## config.mk

```make
export PLATFORM = sky130hd
export DESIGN_NAME = motion_segment_controller
export DESIGN_NICKNAME = d
export VERILOG_FILES = /design/src/rtl/motion_pkg.sv /design/src/rtl/segment_slot.sv /design/src/rtl/motion_segment_controller.sv
export SDC_FILE = /design/constraint.sdc
export NUM_CORES = 1
export LEC_CHECK = 0
export CORE_MARGIN = 5
export CORE_UTILIZATION = 50
export DETAILED_ROUTE_END_ITERATION = 6
export DONT_BUFFER_PORTS = 1
export PLACE_DENSITY = 0.68
export SLEW_MARGIN = 20
export SYNTH_ARGS = -nofsm -noshare
export SYNTH_HDL_FRONTEND = slang
export SYNTH_HIERARCHICAL = 1
export SYNTH_SLANG_ARGS = --single-unit
```

## constraint.sdc

```tcl
create_clock -name clk -period 15.1 [get_ports clk]
set_input_delay 3.02 -clock clk [delete_from_list [all_inputs] [get_ports clk]]
set_output_delay 3.02 -clock clk [all_outputs]
set_load 0.005 [all_outputs]
```

## src/rtl/motion_pkg.sv

```systemverilog
// Shared types and widths for the motion segment controller and the
// speed_integrator wiring around it.
package motion_pkg;

    localparam int MOTION_VW = 64;   // velocity / acceleration width (signed)
    localparam int MOTION_LW = 32;   // segment length counter width

    typedef enum logic {
        IDLE = 1'b0,
        RUN  = 1'b1
    } state_t;

    typedef struct packed {
        logic signed [MOTION_VW-1:0] v0;
        logic signed [MOTION_VW-1:0] a;
        logic        [MOTION_LW-1:0] len;
        logic                        load_v0;
    } segment_t;

endpackage

```

## src/rtl/segment_slot.sv

```systemverilog
// Single-entry prefetch register: valid/ready on the write side,
// pop and flush on the read side.
module segment_slot
    import motion_pkg::*;
(
    input  logic     clk,
    input  logic     reset,
    input  logic     i_valid,
    output logic     o_ready,
    input  segment_t i_data,
    input  logic     i_pop,
    input  logic     i_flush,
    output logic     o_full,
    output segment_t o_data
);

    logic     r_full;
    segment_t r_data;

    // Occupancy flag: flush and pop empty the slot, a write into an empty slot fills it.
    always_ff @(posedge clk) begin
        // NOTE: registers are assigned with <= so every flop samples pre-edge values.
        if (reset) begin
            r_full <= 1'b0;
        end else if (i_flush || i_pop) begin
            r_full <= 1'b0;
        end else if (i_valid && !r_full) begin
            r_full <= 1'b1;
        end
    end

    // Payload capture on an accepted write; a flush in the same cycle drops it.
    always_ff @(posedge clk) begin
        // NOTE: the payload is deliberately not reset; r_full alone says whether it is meaningful.
        if (i_valid && !r_full && !i_flush) begin
            r_data <= i_data;
        end
    end

    assign o_ready = !r_full;
    assign o_full  = r_full;
    assign o_data  = r_data;

endmodule

```

## src/rtl/motion_segment_controller.sv

```systemverilog
// Sequences velocity segments into one speed_integrator axis at a fixed
// update rate, chaining prefetched segments without a gap and forcing a
// stop when the queue runs dry while moving.
module motion_segment_controller
    import motion_pkg::*;
#(
    parameter int ACC_DIV = 4,
    parameter int VW      = MOTION_VW,
    parameter int LW      = MOTION_LW
) (
    input  logic          clk,
    input  logic          reset,
    input  logic          seg_valid,
    output logic          seg_ready,
    input  logic [VW-1:0] seg_v0,
    input  logic [VW-1:0] seg_a,
    input  logic [LW-1:0] seg_len,
    input  logic          seg_load_v0,
    input  logic          abort,
    output logic          set_v,
    output logic [VW-1:0] v_val,
    output logic          seg_done,
    output logic          busy,
    output logic          underrun
);

    localparam logic [31:0] DIV_RELOAD = 32'(ACC_DIV - 1);

    state_t        r_state;
    logic [VW-1:0] r_v_cur;
    logic [VW-1:0] r_a;
    logic [LW-1:0] r_remain;
    logic [31:0]   r_div;
    logic          r_set_v;
    logic          r_seg_done;
    logic          r_busy;
    logic          r_underrun;

    segment_t      w_seg_in;
    segment_t      w_slot_data;
    logic          w_slot_wr;
    logic          w_slot_ready;
    logic          w_slot_full;
    logic          w_update;
    logic          w_last;
    logic          w_pop;
    logic [VW-1:0] w_vn;

    // Zero-length segments never enter the slot, so they have no effect at all.
    assign w_seg_in  = '{v0: seg_v0, a: seg_a, len: seg_len, load_v0: seg_load_v0};
    assign w_slot_wr = seg_valid && (seg_len != '0);

    segment_slot u_slot (
        .clk     (clk),
        .reset   (reset),
        .i_valid (w_slot_wr),
        .o_ready (w_slot_ready),
        .i_data  (w_seg_in),
        .i_pop   (w_pop),
        .i_flush (abort),
        .o_full  (w_slot_full),
        .o_data  (w_slot_data)
    );

    // Update-tick decode and slot pop: the slot moves to active when idle or on the last update.
    always_comb begin
        // NOTE: every always_comb output gets a default first so no latch can be inferred.
        w_update = 1'b0;
        w_last   = 1'b0;
        w_pop    = 1'b0;
        w_vn     = r_v_cur + r_a;
        if (r_state == RUN && r_div == '0) begin
            w_update = 1'b1;
            w_last   = (r_remain == LW'(1));
        end
        if (!abort && w_slot_full && (r_state == IDLE || w_last)) begin
            w_pop = 1'b1;
        end
    end

    // Main sequencer: abort first, then segment load in IDLE, then the divided update tick in RUN.
    always_ff @(posedge clk) begin
        if (reset) begin
            r_state    <= IDLE;
            r_v_cur    <= '0;
            r_a        <= '0;
            r_remain   <= '0;
            r_div      <= '0;
            r_set_v    <= 1'b0;
            r_seg_done <= 1'b0;
            r_busy     <= 1'b0;
            r_underrun <= 1'b0;
        end else begin
            r_set_v    <= 1'b0;
            r_seg_done <= 1'b0;
            r_busy     <= (r_state == RUN) || w_slot_full;
            if (abort) begin
                r_state    <= IDLE;
                r_v_cur    <= '0;
                r_a        <= '0;
                r_remain   <= '0;
                r_div      <= '0;
                r_set_v    <= 1'b1;
                r_busy     <= 1'b0;
                r_underrun <= 1'b0;
            end else begin
                case (r_state)
                    IDLE: begin
                        if (w_slot_full) begin
                            r_state  <= RUN;
                            r_a      <= w_slot_data.a;
                            r_remain <= w_slot_data.len;
                            r_div    <= DIV_RELOAD;
                            if (w_slot_data.load_v0) begin
                                r_v_cur <= w_slot_data.v0;
                                r_set_v <= 1'b1;
                            end
                        end
                    end
                    RUN: begin
                        if (w_update) begin
                            r_set_v  <= 1'b1;
                            r_v_cur  <= w_vn;
                            r_remain <= r_remain - LW'(1);
                            r_div    <= DIV_RELOAD;
                            if (w_last) begin
                                r_seg_done <= 1'b1;
                                if (w_slot_full) begin
                                    r_a      <= w_slot_data.a;
                                    r_remain <= w_slot_data.len;
                                    if (w_slot_data.load_v0) begin
                                        r_v_cur <= w_slot_data.v0;
                                    end
                                end else if (w_vn == '0) begin
                                    r_state <= IDLE;
                                end else begin
                                    r_v_cur    <= '0;
                                    r_underrun <= 1'b1;
                                    r_state    <= IDLE;
                                end
                            end
                        end else begin
                            r_div <= r_div - 32'd1;
                        end
                    end
                    default: r_state <= IDLE;
                endcase
            end
        end
    end

    assign seg_ready = w_slot_ready;
    assign set_v     = r_set_v;
    assign v_val     = r_v_cur;
    assign seg_done  = r_seg_done;
    assign busy      = r_busy;
    assign underrun  = r_underrun;

endmodule

```

* After elaboration in Yosys (flattened, before gate mapping)
Index checks and enable logic that the tools add are counted.
** Word-level totals
- Logic and storage cells :: 80
- Bits in read-only memories :: 0
- Input port bits :: 165
- Register bits :: 359
- Bits in writable memories :: 0
- Latch bits :: 0
- Output and inout port bits :: 69
- Memories :: 0
** Cells by class
- Div/mod/pow operators :: 0
- Multiplexer cells :: 33
- Multipliers :: 0
- Bitwise operators :: 4
- Shift operators :: 0
- Add/subtract/negate cells :: 3
- Reduce and logical (&&, ||, !) cells :: 21
- Magnitude comparators :: 0
- Eq/ne operators :: 5
** Operators with widths (count)
- $mux W64 :: 10
- $pmux W64 S2 :: 2
- $mux W32 :: 6
- $pmux W32 S2 :: 2
- $add A64 B64 Y64 :: 1
- $logic_not A64 Y1 :: 1
- $sub A32 B1 Y32 const B :: 2
- $eq A32 B1 Y1 const B :: 1
- $logic_not A32 Y1 :: 1
- $reduce_bool A32 Y1 :: 1
- $mux W1 :: 11
- $ne A2 B1 Y1 const B :: 4
- $logic_and A1 B1 Y1 :: 6
- $reduce_and A5 Y1 :: 1
- $not A1 Y1 :: 4
- $pmux W1 S2 :: 2
- $reduce_and A2 Y1 :: 2
- $reduce_or A2 Y1 :: 2
- $reduce_or A4 Y1 :: 1
- $logic_or A1 B1 Y1 :: 3
- $reduce_and A3 Y1 :: 1
- $logic_not A1 Y1 :: 2

* Longest topological paths before layout
Gate-level depths: netlist of run 1.
- Depth after elaboration :: 8
- Depth in mapped cells :: 16
- Mapped depth without buffers :: 14

* Cells and area by module
The synthesis of run 1 kept the hierarchy.
** By module, submodules not included
- motion_segment_controller :: area an instance 13579.3 µm², sequential area each 3943.8 µm², times used 1, cells each 1881
- segment_slot :: area an instance 4882.2 µm², sequential area each 4854.7 µm², times used 1, cells each 166

* Least setup slack after synthesis of run 1
OpenSTA, ideal clock, no wires.
- Kind :: input to register
- Start point :: input seg_len[28]
- End point :: register u_slot.r_data (netlist bit u_slot/o_data[0]) (enable)
- Cell stages on the path :: 4
- Required time :: 14.189 ns
- Slack :: -0.535 ns
- Buffers on the path :: 0
- Setup time :: 0.911 ns
- Data arrival time :: 14.724 ns
- Cells stage by stage :: nor4_1 -> nand4_1 -> o21a_1 -> nor3b_1
** On the way
- Cells in the longest elaborated chain, start to end :: 4
** RTL lines
- start, declared :: RTL line motion_segment_controller.sv:17 : input logic [LW-1:0] seg_len,
- $reduce_bool A32 Y1 :: RTL line motion_segment_controller.sv:51 : assign w_slot_wr = seg_valid && (seg_len != '0);
- $logic_and A1 B1 Y1 :: RTL line motion_segment_controller.sv:51
- via w_slot_wr :: RTL line motion_segment_controller.sv:41 : logic w_slot_wr;
- $logic_and A1 B1 Y1 (2 in series) :: RTL line segment_slot.sv:35 : if (i_valid && !r_full && !i_flush) begin
- end signal, assigned :: RTL line segment_slot.sv:36 : r_data <= i_data;
- end, declared :: RTL line segment_slot.sv:18 : segment_t r_data;
The timed path passes the listed nets, and every way through them passes these cells.
A chain may end at the register's enable or synchronous reset.

* Final worst setup path of run 1
- Start point :: register r_v_cur[34] (netlist: v_val[34])
- End point :: register r_v_cur[6] (netlist: v_val[6])
** On the way
- Cells in the longest elaborated chain, start to end :: 7
** RTL lines
- start, declared :: RTL line motion_segment_controller.sv:30 : logic [VW-1:0] r_v_cur;
- start signal, assigned :: RTL line motion_segment_controller.sv:115 : r_v_cur <= w_slot_data.v0;
- start signal, assigned :: RTL line motion_segment_controller.sv:123 : r_v_cur <= w_vn;
- start signal, assigned :: RTL line motion_segment_controller.sv:132 : r_v_cur <= w_slot_data.v0;
- $add A64 B64 Y64 :: RTL line motion_segment_controller.sv:71 : w_vn = r_v_cur + r_a;
- $logic_not A64 Y1 :: RTL line motion_segment_controller.sv:134 : end else if (w_vn == '0) begin
- $mux W64 :: RTL line motion_segment_controller.sv:134
- $mux W64 :: RTL line motion_segment_controller.sv:128 : if (w_slot_full) begin
- $mux W64 :: RTL line motion_segment_controller.sv:126 : if (w_last) begin
- $mux W64 :: RTL line motion_segment_controller.sv:121 : if (w_update) begin
- $pmux W64 S2 :: RTL line motion_segment_controller.sv:107 : case (r_state)
No other way between the ends. The select of a mux whose other input is x is not followed.

==> results.md, run 1 <==
* Status: completed
* LEAKAGE at just under 0.007 uW
* Die Wd at roughly 200 um
* Final nets at between 2000 and 2500
* Min cycle time layout at between 5000 and 6000 ps
* Drt pass-1 iters at 6
* Number of fill cells at 3282
* Setup Skew at around 31 ps
* Worst reg-to-reg path cell count at 14
* F_max at roughly 180 MHz
* Pwr per Cell Area at 110 nW/um^2
* Synth unique cells at 85
* Clk sinks at between 300 and 400
* Hold Worst Slack at between 400 and 500 ps
* Sw power at 522 uW
* Sequential share of the synthesized area at approximately 48%
* Pint at between 1500 and 2000 uW
* Dpl cells at 2406
* Residual DRC count at 0
* Sw Ratio at 23.7%
* Cell Area, Synth at approximately 18000 sq um
* Max incr delay on CP at just under 900 ps
* Asr flop ratio synth at 0%
* R2r endpoint: v_val[6]
* First-pass GRT wire length at ~86 mm
* Detailed Place HPWL at 40.1 mm
* Flops & latches, synth at 359
* H-tree depth at 2
* Syn_nets at 2279
* RSZ-0062 raised after global routing: false
* Type of the worst setup path: reg -> reg
* Most frequent cells in the layout: nand2_1, a21oi_1, dfxtp_1, nor2_1, edfxtp_1
* Crit. Startpoint: v_val[34]
* Io pins at around 230
* Iter 0 DRT Violations at between 1000 and 1500
* P&R area growth vs syn at 8.51%
* GRT Total Usage at 26.1%
* Num CTS Buffers at 39
* Clock group share of total power at between 40% and 50%
* Postcts setup bufs at 0
* Hold-critical path depth at 2
* Rel. slew slack at between 20% and 30%
* Fin cells at 2479
* Largest net degree at the start of global routing at between 80 and 90
* Max-cap violations at 0
* Routed vias/inst at between 6 and 7
* Commonest non-fill, non-tap cell in the layout: nand2_1
* Rows at 70
* Routed wire length at roughly 56 mm
* Die height at between 200 and 250 um
* Final setup vio count at 0
* ANT nets after route at 0
* Reg clk slew, reported paths at around 70 ps
* Routed WL per cell at roughly 22 um
* Initial core utilization at between 50 and 60%
* Vias in the first global route at ~15000
* Synthesized instance count at approximately 2000
* Setup crit start kind: register
* Final Hold Viols at 0
* Synth warn at 6
* Worst-path maximum fanout at 26
* Worst path required time at roughly 16000 ps
* # hold bufs at CTS at 0
* R2r startpoint: v_val[34]
* Setup TNS at 0 ps
* Post-CTS sizing at 0
* Clock latency at the later pin of the worst-skew pair at between 500 and 600 ps
* DR vias at around 16000
* Mean post-synth cell area at roughly 9 sq um
* Deepest clock path buffer count at 3
* Slew @ Worst Pin at roughly 1100 ps
* CTS tree: built
* Routability cong. at approximately 1.0
* Most numerous cell on the critical path: nor3_1
* Setup WS pre-CTS at roughly 9300 ps
* Clk root buf: clkbuf_16
* Die ar. at slightly above 40000 sq um
* Sequential cell fraction of total power at between 40% and 50%
* Min-delay src: r_a[25]
* Initial antenna violation count at 3
* Comb pwr share at 6.6%
* Main synth FF type: dfxtp_1
* CP cell instances: ha_1 > nand4_1 > nor3_1 > nand4_1 > a2111oi_0 > nor3_1 > o31ai_1 > nor3_1 > nor3_1 > nor4_1 > and3_4 > o21bai_4 > buf_4 > o21ai_0
* Final slew viol count at 0
* CP endpoint kind: register
* Min-Delay Path Class: reg -> reg
* Hold Path End: r_a[25]
* Global route overflow at 0
* Crit path DAT at approximately 6000 ps
* Critical-path top delay cell: a2111oi_0
* Fin crit share at a little under two fifths
* Post-synth EDFFs at 161
* Fraction of layout cells with a size suffix above 1 at roughly 6.9%
* Maximum vdd drop at approximately 130 uV
* Reg2Reg Setup Slack at ~9500 ps
* Final WS setup at 9510 ps
* Port bufs at 0
* Area of the core at around 37000 sq um
==> worst max-delay path by stage <==
stage	endpoint	slack, ps	cells past startpoint
2_1_floorplan	u_slot/o_data[0]	5060	4
3_3_place_gp	u_slot/o_data[129]	9360	6
3_5_place_dp	u_slot/o_data[130]	9280	6
4_1_cts	v_val[6]	9760	14
5_1_grt	v_val[6]	9380	14
6_report	v_val[6]	9510	14
==> cells in the mapped netlist (all sizes together), types with 5 or more instances <==
library cell  instances  area [sq um]
nand2               280          1050
a21oi               233          1190
dfxtp               198          3960
nor2                185           694
o21ai               175           955
edfxtp              161          4830
clkbuf               87           327
nor3                 83           420
ha                   66           826
a22oi                53           398
nand4                53           332
buf                  39           231
nand3                34           170
nor4                 32           225
inv                  30           113
a211oi               27           218
xor2                 25           219
a31oi                20           125
xnor2                20           175
a221oi               19           166
or3                  19           119
a21o                 17           128
o21a                 14           105
a311oi               12           111
o211ai               11          82.6
o21bai               11          86.3
or2                  11          68.8
and3                  9          61.3
nand2b                9          56.3
or4                   8          60.1
a2111oi               7          80.1
o31ai                 7          52.6
a21boi                6          45.1
o2111ai               6          52.6
o221ai                6          52.6
and2                  5          31.3
o311a                 5          50.1
==> kinds of logic (layout without fill, tap and decap cells) <==
| family | Yosys count | count (layout) | share of synthesized area, % |
|---|---|---|---|
| XOR/XNOR | 45 | 45 | 2.13 |
| AO/OA/AOI/OAI | 668 | 668 | 23.1 |
| multiplexers | 2 | 2 | 0.115 |
| buffers and inverters | 156 | 119 | 3.63 |
| AND/OR/NAND/NOR | 750 | 750 | 18.8 |
| adder cells (fa/ha/maj) | 67 | 67 | 4.58 |
| flip-flops | 359 | 359 | 47.7 |
| other | 0 | 1 | 0 |
==> through the flow <==
stage / utilization (%) / power (uW) / cell area [sq um]
final: 54.9 / 2200 / 20000
after global routing: 54.9 / 2280 / 20000
after CTS: 54.8 / 2220 / 20000
after detailed placement: 51.2 / 1230 / 18700
after global placement: 51.2 / 1220 / 18700
after floorplan: - / 1190 / 18500
==> critical path: cells and delay by family, from the launching register on <==
family / cells / cell delay, ps
buf+inv: 1 / 450
flops: 1 / 340
compound gates: 4 / 2050
fa+ha+maj: 1 / 540
simple gates: 8 / 2070
==> power groups by stage <==
stage                     clock, uW  combinational [uW]  sequential, uW
after global placement            0                 139            1080
after floorplan                   0                 106            1080
after CTS                      1010                 142            1060
after global routing           1050                 160            1070
final                           993                 144            1060
after detailed placement          0                 142            1080
==> sequential cells by signal, indices dropped and copies added, names as in the netlist, 32 cells and up <==
name and flops:
r_div 32, v_val 64, r_remain 32, r_a 64, u_slot/o_data 161
==> layout make-up <==
type,instances,area [sq um],area share (%)
multi-input cells,1532,9060,45.2
flip-flops and latches,359,8800,43.9
clock buffers,57,1170,5.82
well taps,468,586,2.92
clock inverters,15,176,0.881
repair buffers,17,128,0.637
inverters,30,113,0.562
diodes,1,2.50,0.0125
==> per-layer routing <==
layer | track usage [%] | wire length, um
met1 | 37.4 | 25100
met2 | 38.4 | 23700
met3 | 7.06 | 4990
met4 | 8.68 | 1770
met5 | 0 | 23
(Power assumes the default switching activity.)
==> run 2, diff against run 1 <==
--- a/config.mk
+++ b/config.mk
@@ -5,6 +5,7 @@
 export SDC_FILE = /design/constraint.sdc
 export NUM_CORES = 1
 export LEC_CHECK = 0
+export ABC_AREA = 1
 export CORE_MARGIN = 5
 export CORE_UTILIZATION = 50
 export DETAILED_ROUTE_END_ITERATION = 6
==> constraint.sdc (replaced) <==
create_clock -name clk -period 5.1 [get_ports clk]
set_input_delay 1.02 -clock clk [delete_from_list [all_inputs] [get_ports clk]]
set_output_delay 1.02 -clock clk [all_outputs]
set_load 0.005 [all_outputs]
==> run 2 against run 1 <==
  * Via count is 26% higher
  * Routed wire length up 22%
  * Clock power grew to 3.0 times the previous value
  * Die area increased by 17%
  * First-iteration DRC count rose by 34%
  * Sequential share of layout area down 6.4 points
  * Critical path type unchanged
  * Final cell count increased by 48%
  * Core utilization decreased by 0.22 points
  * Synthesized area increased by 18%
  * Largest cell class unchanged
==> results.md, run 2 <==
* Residual DRC count at 0 (unchanged)
* Synthesized instance count at 3113 (+52%)
* Crit path DAT at 4150 ps (-1870 ps)
* R2r endpoint: v_val[52]
* Fin crit share at 72.2% (+35 points)
* Critical-path top delay cell: inv_2
* Final setup vio count at 0 (unchanged)
* Routed WL per cell at 18.4 um (-18%)
* Sequential cell fraction of total power at 46.7% (-1.7 points)
* Area of the core at 43000 sq um (+18%)
* Count leader, synth: nand2_1
* Synth warn at 6 (unchanged)
* Worst reg-to-reg path cell count at 8 (-6)
* Clk root buf: clkbuf_16
* Most frequent cells in the layout: nand2_1, inv_1, nor2_1, o21ai_0, a21oi_1
* Worst Setup EP: v_val[52]
* Setup crit start kind: register
* CP endpoint kind: register
* Sw power at 1710 uW (+230%)
* Iter 0 DRT Violations at 1997 (+34%)
* Initial antenna violation count at 1 (-2)
* Crit. Startpoint: r_state
* Cell Area, Synth at 21700 sq um (+18%)
* First-pass GRT wire length at 105 mm (+22%)
* Post-synth EDFFs at 161 (unchanged)
* Final Hold Viols at 0 (unchanged)
* Area leader, netlist: edfxtp_1
* Type of the worst setup path: reg -> reg
* CP cell instances: inv_2 > nor2_2 > a21oi_4 > buf_4 > inv_2 > buf_4 > a21oi_1 > a21oi_1
* P&R area growth vs syn at 8.20%
* Min cycle time layout at 3680 ps (-1910 ps)
* Synth unique cells at 54 (-36%)
* Initial core utilization at 50.5% (-0.056 points)
* Maximum vdd drop at 299 uV (+130%)
* Pint at 5110 uW (+200%)
* Rel. slew slack at 30.0% (+4.3 points)
* DR vias at 20100 (+26%)
* Rows at 76 (+8.6%)
* Io pins at 234 (unchanged)
* Drt pass-1 iters at 6 (unchanged)
* Pwr per Cell Area at 291 nW/um^2 (+160%)
* Max incr delay on CP at 850 ps (-40 ps)
* Asr flop ratio synth at 0% (unchanged)
* Final nets at 3293 (+49%)
* Largest net degree at the start of global routing at 162 (+88%)
* Comb pwr share at 9.6% (+3.0 points)
* H-tree depth at 2 (unchanged)
* Routed wire length at 67.8 mm (+22%)
* Number of fill cells at 4197 (+28%)
* Deepest clock path buffer count at 3 (unchanged)
* Syn_nets at 3345 (+47%)
* Port bufs at 0 (unchanged)
* Post-CTS sizing at 0 (unchanged)
* Postcts setup bufs at 0 (unchanged)
* Final Cell Area at 23500 sq um (+17%)
* Sw Ratio at 25.1% (+1.4 points)
* Die Wd at 218 um (+8.0%)
* Reg2Reg Setup Slack at 1420 ps (-8090 ps)
* Die ar. at 47700 sq um (+17%)
* Vias in the first global route at 18800 (+25%)
* Mean post-synth cell area at 6.97 sq um (-23%)
* R2r startpoint: r_state
* Num CTS Buffers at 40 (+2.6%)
* Max FFs per register at 161 (unchanged)
* Total Power at 6820 uW (+210%)
* Main synth FF type: dfxtp_1
* Routed vias/inst at 5.47 (-15%)
* Reg clk slew, reported paths at 60 ps (about the same)
* Min-Delay Path Class: reg -> reg
* Slew @ Worst Pin at 1050 ps (-36.8 ps)
* Worst-path maximum fanout at 67 (+160%)
* Clock group share of total power at 43.8% (-1.3 points)
* Detailed Place HPWL at 50.9 mm (+27%)
* Post-synth top cells: nand2_1, inv_1, nor2_1
* RSZ-0062 raised after global routing: false
* Sequential share of the synthesized area at 40.5% (-7.1 points)
* Routability cong. at 1.04 (+3.2%)
* Placed cell areas at 22100 sq um (+18%)
* Area of the multi-input gates at 10800 sq um (+20%)
* Global route overflow at 0 (unchanged)
* Fraction of layout cells with a size suffix above 1 at 5.11% (-1.8 points)
* Final slew viol count at 0 (unchanged)
* Worst path required time at 5570 ps (-9960 ps)
* Commonest non-fill, non-tap cell in the layout: nand2_1
* Status: completed
* Clk sinks at 359 (unchanged)
* ANT nets after route at 0 (unchanged)
* GRT Total Usage at 27.8% (+1.7 points)
* Register area at 8800 sq um (about the same)
* Flops & latches, synth at 359 (unchanged)
* Setup TNS at 0 ps (unchanged)
* # hold bufs at CTS at 0 (unchanged)
* Clock latency at the later pin of the worst-skew pair at 570 ps (about the same)
* Yosys top cell area share at 22.3% (-3.9 points)
* CTS tree: built
* LEAKAGE at 0.0108 uW (+56%)
* Max-cap violations at 0 (unchanged)
* Hold-critical path depth at 2 (unchanged)
* Setup Skew at 27.1 ps (-3.61 ps)
* Die height at 218 um (+8.0%)
* F_max at 272 MHz (+52%)
* Top cells by area, synth: edfxtp_1, dfxtp_1, nand2_1
[run 2: cell count changes after synthesis, moves of 28 or more]
cell,previous run,this run
nand3_1,34,121
nand2_1,280,889
a22oi_1,53,0
nor2_1,185,352
inv_1,30,407
nand4_1,53,25
o21ai_0,145,247
nor3_1,82,19
o211ai_1,11,39
[run 2: power groups by stage]
| stage | registers [uW] | logic (uW) | clock network [uW] |
|---|---|---|---|
| 4_1_cts | 3180 | 653 | 3060 |
| 3_3_place_gp | 3240 | 639 | 0 |
| 6_report | 3180 | 654 | 2990 |
| 3_5_place_dp | 3240 | 649 | 0 |
| 5_1_grt | 3190 | 730 | 3190 |
| 2_1_floorplan | 3210 | 502 | 0 |
[run 2: cell families (layout without fill, tap and decap cells)]
| family | after synthesis | in the layout | synth area share [%] |
|---|---|---|---|
| XOR/XNOR | 59 | 59 | 2.38 |
| adder cells (fa/ha/maj) | 67 | 67 | 3.90 |
| other | 0 | 1 | 0 |
| buffers and inverters | 533 | 512 | 9.60 |
| multiplexers | 2 | 2 | 0.0922 |
| AO/OA/AOI/OAI | 589 | 589 | 14.5 |
| AND/OR/NAND/NOR | 1504 | 1504 | 29.0 |
| flip-flops | 359 | 359 | 40.5 |
[run 2: metal layers]
metal / GRT usage, % / vias to the layer above / wire [um]
met2: 46.5 / 705 / 32000
li1: - / 9965 / -
met4: 6.38 / 0 / 1290
met1: 38.2 / 9367 / 29600
met3: 4.35 / 76 / 4920
met5: 0 / - / 0
[run 2: worst min-delay path by stage]
stage / from / endpoint / slack, ps
6_report: r_div[13] / r_div[13] / 470
5_1_grt: r_div[13] / r_div[13] / 500
4_1_cts: r_div[13] / r_div[13] / 470
3_5_place_dp: r_div[13] / r_div[13] / 460
3_3_place_gp: r_div[30] / r_div[30] / 450
2_1_floorplan: r_div[13] / r_div[13] / 450
[run 2: worst max-delay path, delay by kind of cell, from the launching register on]
kind                   cells  cell delay [ps]
and+or+nand+nor            1              300
buffers and inverters      4             2110
AOI/OAI and AO/OA          3              290
DFF                        1              800
[run 2: layout make-up]
class                   count  share of cell area [%]
inverters                 422                    6.76
repair buffers             17                   0.597
clock inverters            20                   0.991
diodes                      1                  0.0107
flip-flops and latches    359                    37.5
well taps                 585                    3.12
multi-input cells        2221                    46.2
clock buffers              53                    4.86
[run 2: stage by stage]
| step | hold slack (ps) | std cells | setup slack (ps) | utilization, % |
|---|---|---|---|---|
| 2_1_floorplan | 445 | 3113 | 958 | - |
| 3_3_place_gp | 454 | 3604 | 1550 | 51.4 |
| 3_5_place_dp | 463 | 3604 | 1480 | 51.4 |
| 4_1_cts | 473 | 3677 | 1460 | 54.6 |
| 5_1_grt | 501 | 3678 | 1250 | 54.6 |
| 6_report | 471 | 3678 | 1420 | 54.6 |
